$ cat src/rtl/spi_rdid_responder_pkg.sv
// Shared constants for the SPI RDID responder: opcode, default JEDEC ID bytes,
// state encodings and a waveform-friendly state name helper.
package spi_rdid_responder_pkg;

  localparam logic [7:0] DEF_RDID_OPCODE = 8'h9F;
  localparam logic [7:0] DEF_MFG_ID      = 8'h20;
  localparam logic [7:0] DEF_MEM_TYPE    = 8'h20;
  localparam logic [7:0] DEF_MEM_CAP     = 8'h15;

  localparam logic [2:0] ST_IDLE  = 3'd0;
  localparam logic [2:0] ST_CMD   = 3'd1;
  localparam logic [2:0] ST_RESP  = 3'd2;
  localparam logic [2:0] ST_DRAIN = 3'd3;

  typedef enum logic [2:0] {
    IDLE  = ST_IDLE,
    CMD   = ST_CMD,
    RESP  = ST_RESP,
    DRAIN = ST_DRAIN
  } state_e;

  localparam logic [4:0] CMD_LAST_BIT  = 5'd7;
  localparam logic [4:0] RESP_LAST_BIT = 5'd23;

  function automatic logic [127:0] state_name(input state_e s);
    case (s)
      IDLE:    return "IDLE            ";
      CMD:     return "CMD             ";
      RESP:    return "RESP            ";
      DRAIN:   return "DRAIN           ";
      default: return "UNKNOWN         ";
    endcase
  endfunction

endpackage

$ cat src/rtl/spi_rdid_responder_if.sv
// SPI pins plus status outputs of the RDID responder; the board master drives
// the SPI inputs, the responder drives everything else.
interface spi_rdid_responder_if;

  logic         SPICLK;
  logic         SPIMOSI;
  logic         chip_select;
  logic         SPIMISO;
  logic         SPIMISO_oe;
  logic [7:0]   cmd_byte;
  logic         cmd_valid;
  logic         busy;
  logic         rdid_done;
  logic [127:0] state_ascii;

  modport master (
    output SPICLK, SPIMOSI, chip_select,
    input  SPIMISO, SPIMISO_oe, cmd_byte, cmd_valid, busy, rdid_done, state_ascii
  );

  modport slave (
    input  SPICLK, SPIMOSI, chip_select,
    output SPIMISO, SPIMISO_oe, cmd_byte, cmd_valid, busy, rdid_done, state_ascii
  );

endinterface

$ cat src/rtl/spi_rdid_responder_sync.sv
// Plain 2-flop synchronizer, one per bit, with a per-bit reset value so an
// active-low input can come out of reset deasserted.
module spi_rdid_responder_sync #(
  parameter int               WIDTH   = 1,
  parameter logic [WIDTH-1:0] RST_VAL = '0
) (
  input  logic             clk,
  input  logic             rst_n,
  input  logic [WIDTH-1:0] d_i,
  output logic [WIDTH-1:0] q_o
);

  logic [WIDTH-1:0] meta_q;
  logic [WIDTH-1:0] sync_q;

  always_ff @(posedge clk or negedge rst_n) begin
    if (!rst_n) begin
      meta_q <= RST_VAL;
      sync_q <= RST_VAL;
    end else begin
      meta_q <= d_i;
      sync_q <= meta_q;
    end
  end

  assign q_o = sync_q;

endmodule

$ cat src/rtl/spi_rdid_responder.sv
// SPI mode-0 flash stand-in answering JEDEC RDID (0x9F) with a 3-byte ID;
// SPI pins are oversampled in clk, other opcodes are reported then ignored.
module spi_rdid_responder
  import spi_rdid_responder_pkg::*;
#(
  parameter logic [7:0] MFG_ID      = DEF_MFG_ID,
  parameter logic [7:0] MEM_TYPE    = DEF_MEM_TYPE,
  parameter logic [7:0] MEM_CAP     = DEF_MEM_CAP,
  parameter logic [7:0] RDID_OPCODE = DEF_RDID_OPCODE
) (
  input logic                 clk,
  input logic                 reset_n,
  spi_rdid_responder_if.slave bus
);

  localparam logic [23:0] ID_WORD = {MFG_ID, MEM_TYPE, MEM_CAP};

  logic [2:0] pins_sync;
  logic       sclk_s, mosi_s, csn_s;
  logic       sclk_q, csn_q;
  logic       sclk_rise, sclk_fall, cs_rise;

  // chip_select resets high so busy and the FSM see a deselected bus.
  spi_rdid_responder_sync #(.WIDTH(3), .RST_VAL(3'b100)) u_sync (
    .clk   (clk),
    .rst_n (reset_n),
    .d_i   ({bus.chip_select, bus.SPIMOSI, bus.SPICLK}),
    .q_o   (pins_sync)
  );

  assign sclk_s = pins_sync[0];
  assign mosi_s = pins_sync[1];
  assign csn_s  = pins_sync[2];

  always_ff @(posedge clk or negedge reset_n) begin
    if (!reset_n) begin
      sclk_q <= 1'b0;
      csn_q  <= 1'b1;
    end else begin
      sclk_q <= sclk_s;
      csn_q  <= csn_s;
    end
  end

  assign sclk_rise = sclk_s & ~sclk_q;
  assign sclk_fall = ~sclk_s & sclk_q;
  assign cs_rise   = csn_s & ~csn_q;

  state_e      state_q, state_d;
  logic [4:0]  cnt_q, cnt_d;
  logic [7:0]  cmd_sh_q, cmd_sh_d, cmd_next;
  logic [23:0] resp_sh_q, resp_sh_d;
  logic        miso_q, miso_d;
  logic        oe_q, oe_d;
  logic [7:0]  cmd_byte_q, cmd_byte_d;
  logic        cmd_valid_q, cmd_valid_d;
  logic        rdid_done_q, rdid_done_d;

  assign cmd_next = (cmd_sh_q << 1) | {7'b0, mosi_s};

  always_ff @(posedge clk or negedge reset_n) begin
    if (!reset_n) begin
      state_q     <= IDLE;
      cnt_q       <= '0;
      cmd_sh_q    <= '0;
      resp_sh_q   <= '0;
      miso_q      <= 1'b0;
      oe_q        <= 1'b0;
      cmd_byte_q  <= '0;
      cmd_valid_q <= 1'b0;
      rdid_done_q <= 1'b0;
    end else begin
      state_q     <= state_d;
      cnt_q       <= cnt_d;
      cmd_sh_q    <= cmd_sh_d;
      resp_sh_q   <= resp_sh_d;
      miso_q      <= miso_d;
      oe_q        <= oe_d;
      cmd_byte_q  <= cmd_byte_d;
      cmd_valid_q <= cmd_valid_d;
      rdid_done_q <= rdid_done_d;
    end
  end

  always_comb begin
    state_d     = state_q;
    cnt_d       = cnt_q;
    cmd_sh_d    = cmd_sh_q;
    resp_sh_d   = resp_sh_q;
    miso_d      = miso_q;
    oe_d        = oe_q;
    cmd_byte_d  = cmd_byte_q;
    cmd_valid_d = 1'b0;
    rdid_done_d = 1'b0;
    if (cs_rise) begin
      state_d   = IDLE;
      cnt_d     = '0;
      cmd_sh_d  = '0;
      resp_sh_d = '0;
      miso_d    = 1'b0;
      oe_d      = 1'b0;
    end else begin
      unique case (state_q)
        IDLE: begin
          miso_d = 1'b0;
          oe_d   = 1'b0;
          if (!csn_s) begin
            state_d = CMD;
            cnt_d   = '0;
          end
        end
        CMD: begin
          if (sclk_rise) begin
            cmd_sh_d = cmd_next;
            cnt_d    = cnt_q + 5'd1;
            if (cnt_q == CMD_LAST_BIT) begin
              cmd_byte_d  = cmd_next;
              cmd_valid_d = 1'b1;
              cnt_d       = '0;
              if (cmd_next == RDID_OPCODE) begin
                state_d   = RESP;
                resp_sh_d = ID_WORD;
                miso_d    = ID_WORD[23];
                oe_d      = 1'b1;
              end else begin
                state_d = DRAIN;
              end
            end
          end
        end
        RESP: begin
          // The fall right after the opcode must keep the first ID bit on
          // the wire until the master samples it, so shift only once a bit
          // has been taken.
          if (sclk_fall && (cnt_q != 5'd0)) begin
            resp_sh_d = resp_sh_q << 1;
            miso_d    = resp_sh_d[23];
          end
          if (sclk_rise) begin
            cnt_d = cnt_q + 5'd1;
            if (cnt_q == RESP_LAST_BIT) begin
              state_d     = DRAIN;
              rdid_done_d = 1'b1;
              miso_d      = 1'b0;
              oe_d        = 1'b0;
              cnt_d       = '0;
            end
          end
        end
        DRAIN: begin
          miso_d = 1'b0;
          oe_d   = 1'b0;
        end
        default: state_d = IDLE;
      endcase
    end
  end

  assign bus.SPIMISO    = miso_q;
  assign bus.SPIMISO_oe = oe_q;
  assign bus.cmd_byte   = cmd_byte_q;
  assign bus.cmd_valid  = cmd_valid_q;
  assign bus.rdid_done  = rdid_done_q;
  assign bus.busy       = ~csn_s;

`ifndef SYNTHESIS
  assign bus.state_ascii = state_name(state_q);
`else
  assign bus.state_ascii = '0;
`endif

endmodule
$ cat src/flat_wrapper.sv
// flat-port wrapper written by rule: the top's interface ports become plain ports
module spi_rdid_responder_flat import spi_rdid_responder_pkg::*;
#(
  parameter logic [7:0] MFG_ID      = DEF_MFG_ID,
  parameter logic [7:0] MEM_TYPE    = DEF_MEM_TYPE,
  parameter logic [7:0] MEM_CAP     = DEF_MEM_CAP,
  parameter logic [7:0] RDID_OPCODE = DEF_RDID_OPCODE
)
  (clk, reset_n, bus_SPICLK, bus_SPIMOSI, bus_chip_select, bus_SPIMISO, bus_SPIMISO_oe, bus_cmd_byte, bus_cmd_valid, bus_busy, bus_rdid_done, bus_state_ascii);
  spi_rdid_responder_if bus_i ();
  input logic clk;
  input logic reset_n;
  input wire logic [$bits(bus_i.SPICLK)-1:0] bus_SPICLK;
  input wire logic [$bits(bus_i.SPIMOSI)-1:0] bus_SPIMOSI;
  input wire logic [$bits(bus_i.chip_select)-1:0] bus_chip_select;
  output wire logic [$bits(bus_i.SPIMISO)-1:0] bus_SPIMISO;
  output wire logic [$bits(bus_i.SPIMISO_oe)-1:0] bus_SPIMISO_oe;
  output wire logic [$bits(bus_i.cmd_byte)-1:0] bus_cmd_byte;
  output wire logic [$bits(bus_i.cmd_valid)-1:0] bus_cmd_valid;
  output wire logic [$bits(bus_i.busy)-1:0] bus_busy;
  output wire logic [$bits(bus_i.rdid_done)-1:0] bus_rdid_done;
  output wire logic [$bits(bus_i.state_ascii)-1:0] bus_state_ascii;
  assign bus_i.SPICLK = bus_SPICLK;
  assign bus_i.SPIMOSI = bus_SPIMOSI;
  assign bus_i.chip_select = bus_chip_select;
  assign bus_SPIMISO = bus_i.SPIMISO;
  assign bus_SPIMISO_oe = bus_i.SPIMISO_oe;
  assign bus_cmd_byte = bus_i.cmd_byte;
  assign bus_cmd_valid = bus_i.cmd_valid;
  assign bus_busy = bus_i.busy;
  assign bus_rdid_done = bus_i.rdid_done;
  assign bus_state_ascii = bus_i.state_ascii;
  spi_rdid_responder #(.MFG_ID(MFG_ID), .MEM_TYPE(MEM_TYPE), .MEM_CAP(MEM_CAP), .RDID_OPCODE(RDID_OPCODE)) u_core (.clk(clk), .reset_n(reset_n), .bus(bus_i));
endmodule
$ cat config.mk
export PLATFORM = sky130hd
export DESIGN_NAME = spi_rdid_responder_flat
export DESIGN_NICKNAME = d
export VERILOG_FILES = /design/src/rtl/spi_rdid_responder_pkg.sv /design/src/rtl/spi_rdid_responder_if.sv /design/src/rtl/spi_rdid_responder_sync.sv /design/src/rtl/spi_rdid_responder.sv /design/src/flat_wrapper.sv
export SDC_FILE = /design/constraint.sdc
export NUM_CORES = 1
export LEC_CHECK = 0
export ABC_AREA = 1
export CAP_MARGIN = 20
export CORE_MARGIN = 3
export CORE_UTILIZATION = 44
export CTS_CLUSTER_DIAMETER = 80
export CTS_CLUSTER_SIZE = 14
export DETAILED_ROUTE_END_ITERATION = 8
export PLACE_DENSITY = 0.81
export SLEW_MARGIN = 30
export SYNTH_ARGS = -nofsm -noshare
export SYNTH_HDL_FRONTEND = slang
export SYNTH_SLANG_ARGS = --single-unit
$ cat constraint.sdc
create_clock -name clk -period 1.8 [get_ports clk]
set_input_delay 0.18 -clock clk [delete_from_list [all_inputs] [get_ports clk]]
set_output_delay 0.18 -clock clk [all_outputs]
set_load 0.05 [all_outputs]
# ---- Yosys cells after proc, flatten, opt, wreduce, memory -nomap -nowiden
# Index checks and enable logic that the tools add are counted.
# Widths: inputs -> output; s select.
dict set report totals {
  input_bits 5
  register_bits 58
  output_inout_bits 141
  word_cells 100
  n_memories 0
  mem_bits_rw 0
  romBits 0
  latch_bits 0
}
dict set report classes {
  eq_ne 14
  order_cmp 0
  n_addsub 1
  reduce_logical 16
  mux 47
  n_mul 0
  n_shift 0
  bitwise 9
  n_div 0
}
# op count
set ops {}
lappend ops {{$mux 23} 5}
lappend ops {{$pmux 23 s2} 1}
lappend ops {{$mux 5} 6}
lappend ops {{$mux 1} 22}
lappend ops {{$mux 7} 3}
lappend ops {{$mux 3} 6}
lappend ops {{$ne 3x1->1 const B} 6}
lappend ops {{$pmux 5 s3} 1}
lappend ops {{$pmux 3 s4} 1}
lappend ops {{$reduce_and 4->1} 3}
lappend ops {{$reduce_and 6->1} 2}
lappend ops {{$eq 8x8->1 const B} 1}
lappend ops {{$or 8x1->8} 1}
lappend ops {{$reduce_bool 4->1} 2}
lappend ops {{$eq 3x2->1 const B} 2}
lappend ops {{$pmux 1 s3} 2}
lappend ops {{$add 5x1->5 const B} 1}
lappend ops {{$eq 5x3->1 const B} 1}
lappend ops {{$eq 5x5->1 const B} 1}
lappend ops {{$not 1->1} 5}
lappend ops {{$reduce_and 5->1} 1}
lappend ops {{$reduce_bool 5->1} 1}
lappend ops {{$reduce_bool 2->1} 2}
lappend ops {{$and 1x1->1} 3}
lappend ops {{8 further kinds} 8}

# ---- Logic depth before layout (Yosys ltp)
dict set report depth {
  word_depth 8
  ltp_mapped 11
}

# ---- Cells and area by module
# From an unflattened synthesis, not the netlist that was laid out.
dict set report hier_totals {
  hier_cells 477
  area_unflattened_um2 3753.6
}
# module area_per_inst_um2 instances seq_area_each_um2 cells_per_inst
set by_module_without_submodules {}
lappend by_module_without_submodules {spi_rdid_responder 3601.0 1 1277.5 471}
lappend by_module_without_submodules {spi_rdid_responder_sync 152.6 1 152.6 6}

# ---- Least setup slack after synthesis
# No wires, ideal clock.
dict set report synth_path {
  path_kind {register to register}
  start {register u_core.state_q[0]}
  end {register u_core.resp_sh_q[10]}
  arrival_ps 1517
  synth_period_minus_slack_ps 1582
  path_buffers 1
  path_stages_with_launch 9
  t_required_ps 1735
  setup_slack_ps 218
  setup_ps 65
  path_cell_list {dfrtp_1 inv_1 ha_1 nand2_1 inv_2 buf_1 nand2_1 nand3b_1 nand2_1}
}
dict set report synth_between {
  elab_chain_len 3
  word_cells_on_any_way 10
  classes_between {eq/ne (6); mux (2); reduce/logical (2)}
}
# element line
set synth_rtl {}
lappend synth_rtl {{from (decl)} spi_rdid_responder.sv:49} ;# state_e state_q, state_d;
lappend synth_rtl {{from (signal assigned)} spi_rdid_responder.sv:73} ;# state_q <= state_d;
lappend synth_rtl {{$eq 3x2->1 or $eq 3x1->1 (tied branches)} spi_rdid_responder.sv:103} ;# unique case (state_q)
lappend synth_rtl {{$ne 3x1->1 (no line) (tied with other cells)} n/a}
lappend synth_rtl {{$reduce_and 5->1 (no line) or $mux 23 (tied branches)} n/a}
lappend synth_rtl {{to (signal assigned)} spi_rdid_responder.sv:76} ;# resp_sh_q <= resp_sh_d;
lappend synth_rtl {{to (decl)} spi_rdid_responder.sv:52} ;# logic [23:0] resp_sh_q, resp_sh_d;
# Parallel ways exist; a longest one is shown, timed or not.
# A chain may end at the register's enable or synchronous reset.

# ---- Worst setup path after layout
dict set report layout_path {
  start {register u_core.oe_q (netlist: u_core.bus.SPIMISO_oe)}
  end {output bus_SPIMISO_oe}
}
# element line
set layout_rtl {}
lappend layout_rtl {{from (decl)} spi_rdid_responder.sv:54} ;# logic oe_q, oe_d;
lappend layout_rtl {{from (signal assigned)} spi_rdid_responder.sv:68} ;# oe_q <= 1'b0;
lappend layout_rtl {{from (signal assigned)} spi_rdid_responder.sv:78} ;# oe_q <= oe_d;
lappend layout_rtl {{to (decl)} flat_wrapper.sv:17} ;# output wire logic [$bits(bus_i.SPIMISO_oe)-1:0] bus_SPIMISO_oe;
# No word-level cell between the ends.

==> metrics list <==
- Across the routed clock network, the largest skew measured is around 0.0094 ns.
* Number of levels the H-tree was split into: 3
* First-pass detailed-route iteration total: 4
* Status: complete, no violations
- Max Transition Viols Final: 0
- Number of routed nets with antenna violations: 0
- For this run, the leading register cell type out of synthesis is dfrtp_1.
- Fmax achieved: between 500 and 600 MHz
- Layout cells sized above 1: between 10% and 20%
* Hold slack: roughly 0.26 ns
- First-iteration detailed-routing DRC count: about 120
- Counting flops with a built-in enable in the synthesized netlist gives 0.
* Total length of routed wires: between 5000 and 6000 µm
- For this run, design rule violations remaining after detail routing come to 0.
- The area growth from synthesis to layout is 3.25%.
- Gate count of the mapped netlist: between 400 and 500
- Crit Path Category: flop to output pin
- Slowest stage cell on the critical path: clkdlybuf4s50_1
- For this run, the slowest stage of the critical path takes roughly 0.8 ns.
* All-Layer GR Usage: between 10% and 20%
- After detailed routing, the number of vias per cell comes to about 4.2.
- Initial Utilization: a little under half
- Total global routing overflow: 0
- Max clock buf depth: 2
- IR analysis of the VDD net gives a maximum drop of approximately 0.00062 V.
- # clock sinks: 57
- TritonCTS buffer count: 9
- Total number of vias: ~2,400
- Setup TNS Final: 0 ns
- Post-route fraction of the period consumed by the critical path: a little over nine tenths
* Number of buffers and inverters on the critical path: 1
- At the later pin of the worst-skew pair, clock insertion delay measures roughly 0.33 ns.
- For this design the ratio of total power to cell area is approximately 1400 nW/µm².
* Total count of hold-check failures in the final report: 0
- Slew at the pin closest to its max-slew limit: 0.500 ns
* Data arrival time of the worst path: about 1.5 ns
* Number of port buffers: 17
- Max Fanout on Critical Path: 2
* Async set-reset flop share out of synthesis: 100%
- CP cell instances: clkdlybuf4s50_1
- Yosys mapped the design onto 31 distinct sky130hd cell types.
- Seq/Total Area, Yosys: slightly below 40%
* Relative slew slack: ~67%
- For this design the static power due to leakage is a little under 2 nW.
* HP Class: input port to flop
* Number of antenna violations at the first check in global routing: 0
- From left edge to right edge, the die measures roughly 97 µm.
* FP Rows: 32
* Endpoint type of the worst setup path: output pin
- # Max-Cap Violations: 0
- In this run, synthesis produced a sequential element count of 57.
- In this design, the largest share of critical-path delay is due to buffers and inverters.
* Area inside the core boundary: slightly below 8000 µm²
- The cell sitting at the root of the clock tree is a clkbuf_8.
- HPWL after detailed placement: 4320 µm
- A synthesized cell averages roughly 8.6 µm².
- After clock tree synthesis, the clock-pin slew on the worst setup and hold paths is ~0.07 ns.
- Vert. Die Dim: just under 100 µm
- Number of warnings printed during yosys synthesis: 0
- Die Outline Area: about 9300 µm²
- The final layout contains about 470 nets.
- Once layout is complete, the utilization of the core stands at a little under half.
- At the worst endpoint, the required time is roughly 1.6 ns.
- Number of top-level design ports: 146
* Type of element launching the critical path: flop
* Final critical delay including setup and external delays: 1.70 ns
- Post-synthesis instance area: 3620 µm²
- The number of global-route vias before repair was between 2,000 and 2,500.
- Dividing the detail-routed wire length by the instance count gives about 11 µm.
- The first global-routing pass estimated roughly 9600 µm of wire.
- Setup violations remaining at the end of the flow were counted as 0.
- Pin count of the biggest net entering global routing: 24
* Routability cong.: just over 0.8
* TritonCTS clock tree: built
* Register-to-Register Setup Slack: around 0.12 ns
- The repair_antennas step left the layout with diodes totalling 0.
[layer usage]
| layer | up-vias | share of wire (%) | GRT usage (%) |
|---|---|---|---|
| li1 | 1146 | - | - |
| met1 | 1108 | 41 | 14.6 |
| met2 | 114 | 49 | 20.9 |
| met3 | 12 | 8.6 | 4.11 |
| met4 | 0 | 1.1 | 4.54 |
| met5 | - | 0 | 0 |
[synth_stat cells (2+ instances only)]
master	n	share of area, %
dfstp_2	3	2.2
ha_1	7	2.4
nand3_1	8	1.1
dfrtp_1	54	37
nand2_1	96	10
o21ai_1	11	1.5
buf_4	131	27
nand3b_1	22	4.6
inv_1	23	2.4
inv_2	5	0.52
buf_2	2	0.28
buf_6	3	0.93
a21oi_1	6	0.83
o21ai_0	10	1.4
nand4_1	6	1.0
nor2_1	11	1.1
o22ai_1	7	1.2
nor2_2	4	0.69
[power by group]
part           leakage [nW]  internal [W]  switching (W)
Combinational          1.07      0.000715        0.00178
Clock                 0.105      0.000749       0.000503
Sequential            0.758       0.00149       0.000124
[flip-flops by register name (all words and copies together) (netlist names), 2 cells and up]
register and cells:
u_core.state_q 2, u_core.bus.cmd_byte 8, u_core.cnt_q 5, u_core.u_sync.q_o 3
u_core.u_sync.meta_q 3, u_core.cmd_sh_q 7, u_core.resp_sh_q 23
[worst register-to-register path, stage by stage (launching register included)]
cell	delay, ns
dfrtp_1	0.42
inv_1	0.12
ha_1	0.24
nand2_1	0.15
o21bai_4	0.27
buf_4	0.21
nand3b_1	0.09
nand2_1	0.07
[repair_timing]
item                                    in CTS  in global routing
hold endpoints to repair                    12                  0
cloned                                       0                  2
resized for setup                            1                  7
hold buffers                                 1                  0
setup buffers                                0                  3
pin swaps                                    0                  3
endpoints found under the setup margin       1                 13
[layout by cell type, fill, tap and decap left out, types with 2 or more instances in the layout]
| master | count |
|---|---|
| dfrtp_1 | 54 |
| clkinvlp_4 | 2 |
| inv_2 | 5 |
| clkdlybuf4s50_1 | 15 |
| buf_2 | 2 |
| ha_1 | 6 |
| nand2_1 | 95 |
| o21ai_0 | 10 |
| inv_1 | 23 |
| nand2_2 | 2 |
| nand3b_1 | 22 |
| nor2_2 | 4 |
| nand3_1 | 8 |
| nand4_1 | 6 |
| buf_4 | 10 |
| dfstp_2 | 3 |
| a21oi_1 | 6 |
| nor2_1 | 10 |
| clkbuf_8 | 12 |
| o22ai_1 | 7 |
| conb_1 | 128 |
| buf_6 | 2 |
| o21ai_1 | 11 |
| clkinv_2 | 2 |
[final timing paths]
check	from	end	cells after the start
hold reg to reg	u_core.u_sync.meta_q[0]$_DFF_PN0_	u_core.u_sync.q_o[0]$_DFF_PN0_	0
min in group asynchronous	reset_n	u_core.resp_sh_q[12]$_DFFE_PN0P_	2
setup reg to reg	u_core.state_q[1]$_DFFE_PN0P_	u_core.resp_sh_q[12]$_DFFE_PN0P_	7
hold / removal	bus_chip_select	u_core.u_sync.meta_q[2]$_DFF_PN1_	1
setup / recovery	u_core.bus.SPIMISO_oe$_DFFE_PN0P_	bus_SPIMISO_oe	1
max in group asynchronous	reset_n	u_core.bus.cmd_valid$_DFF_PN0_	3
[area by class of cell]
cell class	instances	area, µm²
clock buffer	12	165
clock inverter	4	50.0
fill	749	4110
inverter	29	110
multi-input combinational	327	1550
sequential	57	1430
tap	102	128
timing repair buffer	32	297
[logic make-up after synthesis]
| group | Yosys count | synth area share [%] |
|---|---|---|
| flops | 57 | 39.6 |
| buf+inv | 166 | 31.6 |
| simple gates | 151 | 19.4 |
| compound gates | 39 | 6.71 |
| xor+xnor | 1 | 0.242 |
| other cells | 1 | 0.104 |
| fa+ha+maj | 7 | 2.42 |
[metrics by stage]
step | power [W] | instance area, µm² | setup WS, ns | cells
2_1_floorplan | 0.00370 | 4090 | 0.218 | 549
3_3_place_gp | 0.00376 | 3440 | 0.168 | 541
3_5_place_dp | 0.00384 | 3440 | 0.0991 | 541
4_1_cts | 0.00512 | 3670 | 0.0534 | 558
5_1_grt | 0.00574 | 3730 | -0.00868 | 563
6_report | 0.00536 | 3730 | 0.0955 | 563
Note: power is estimated with default switching activity, not from simulation.
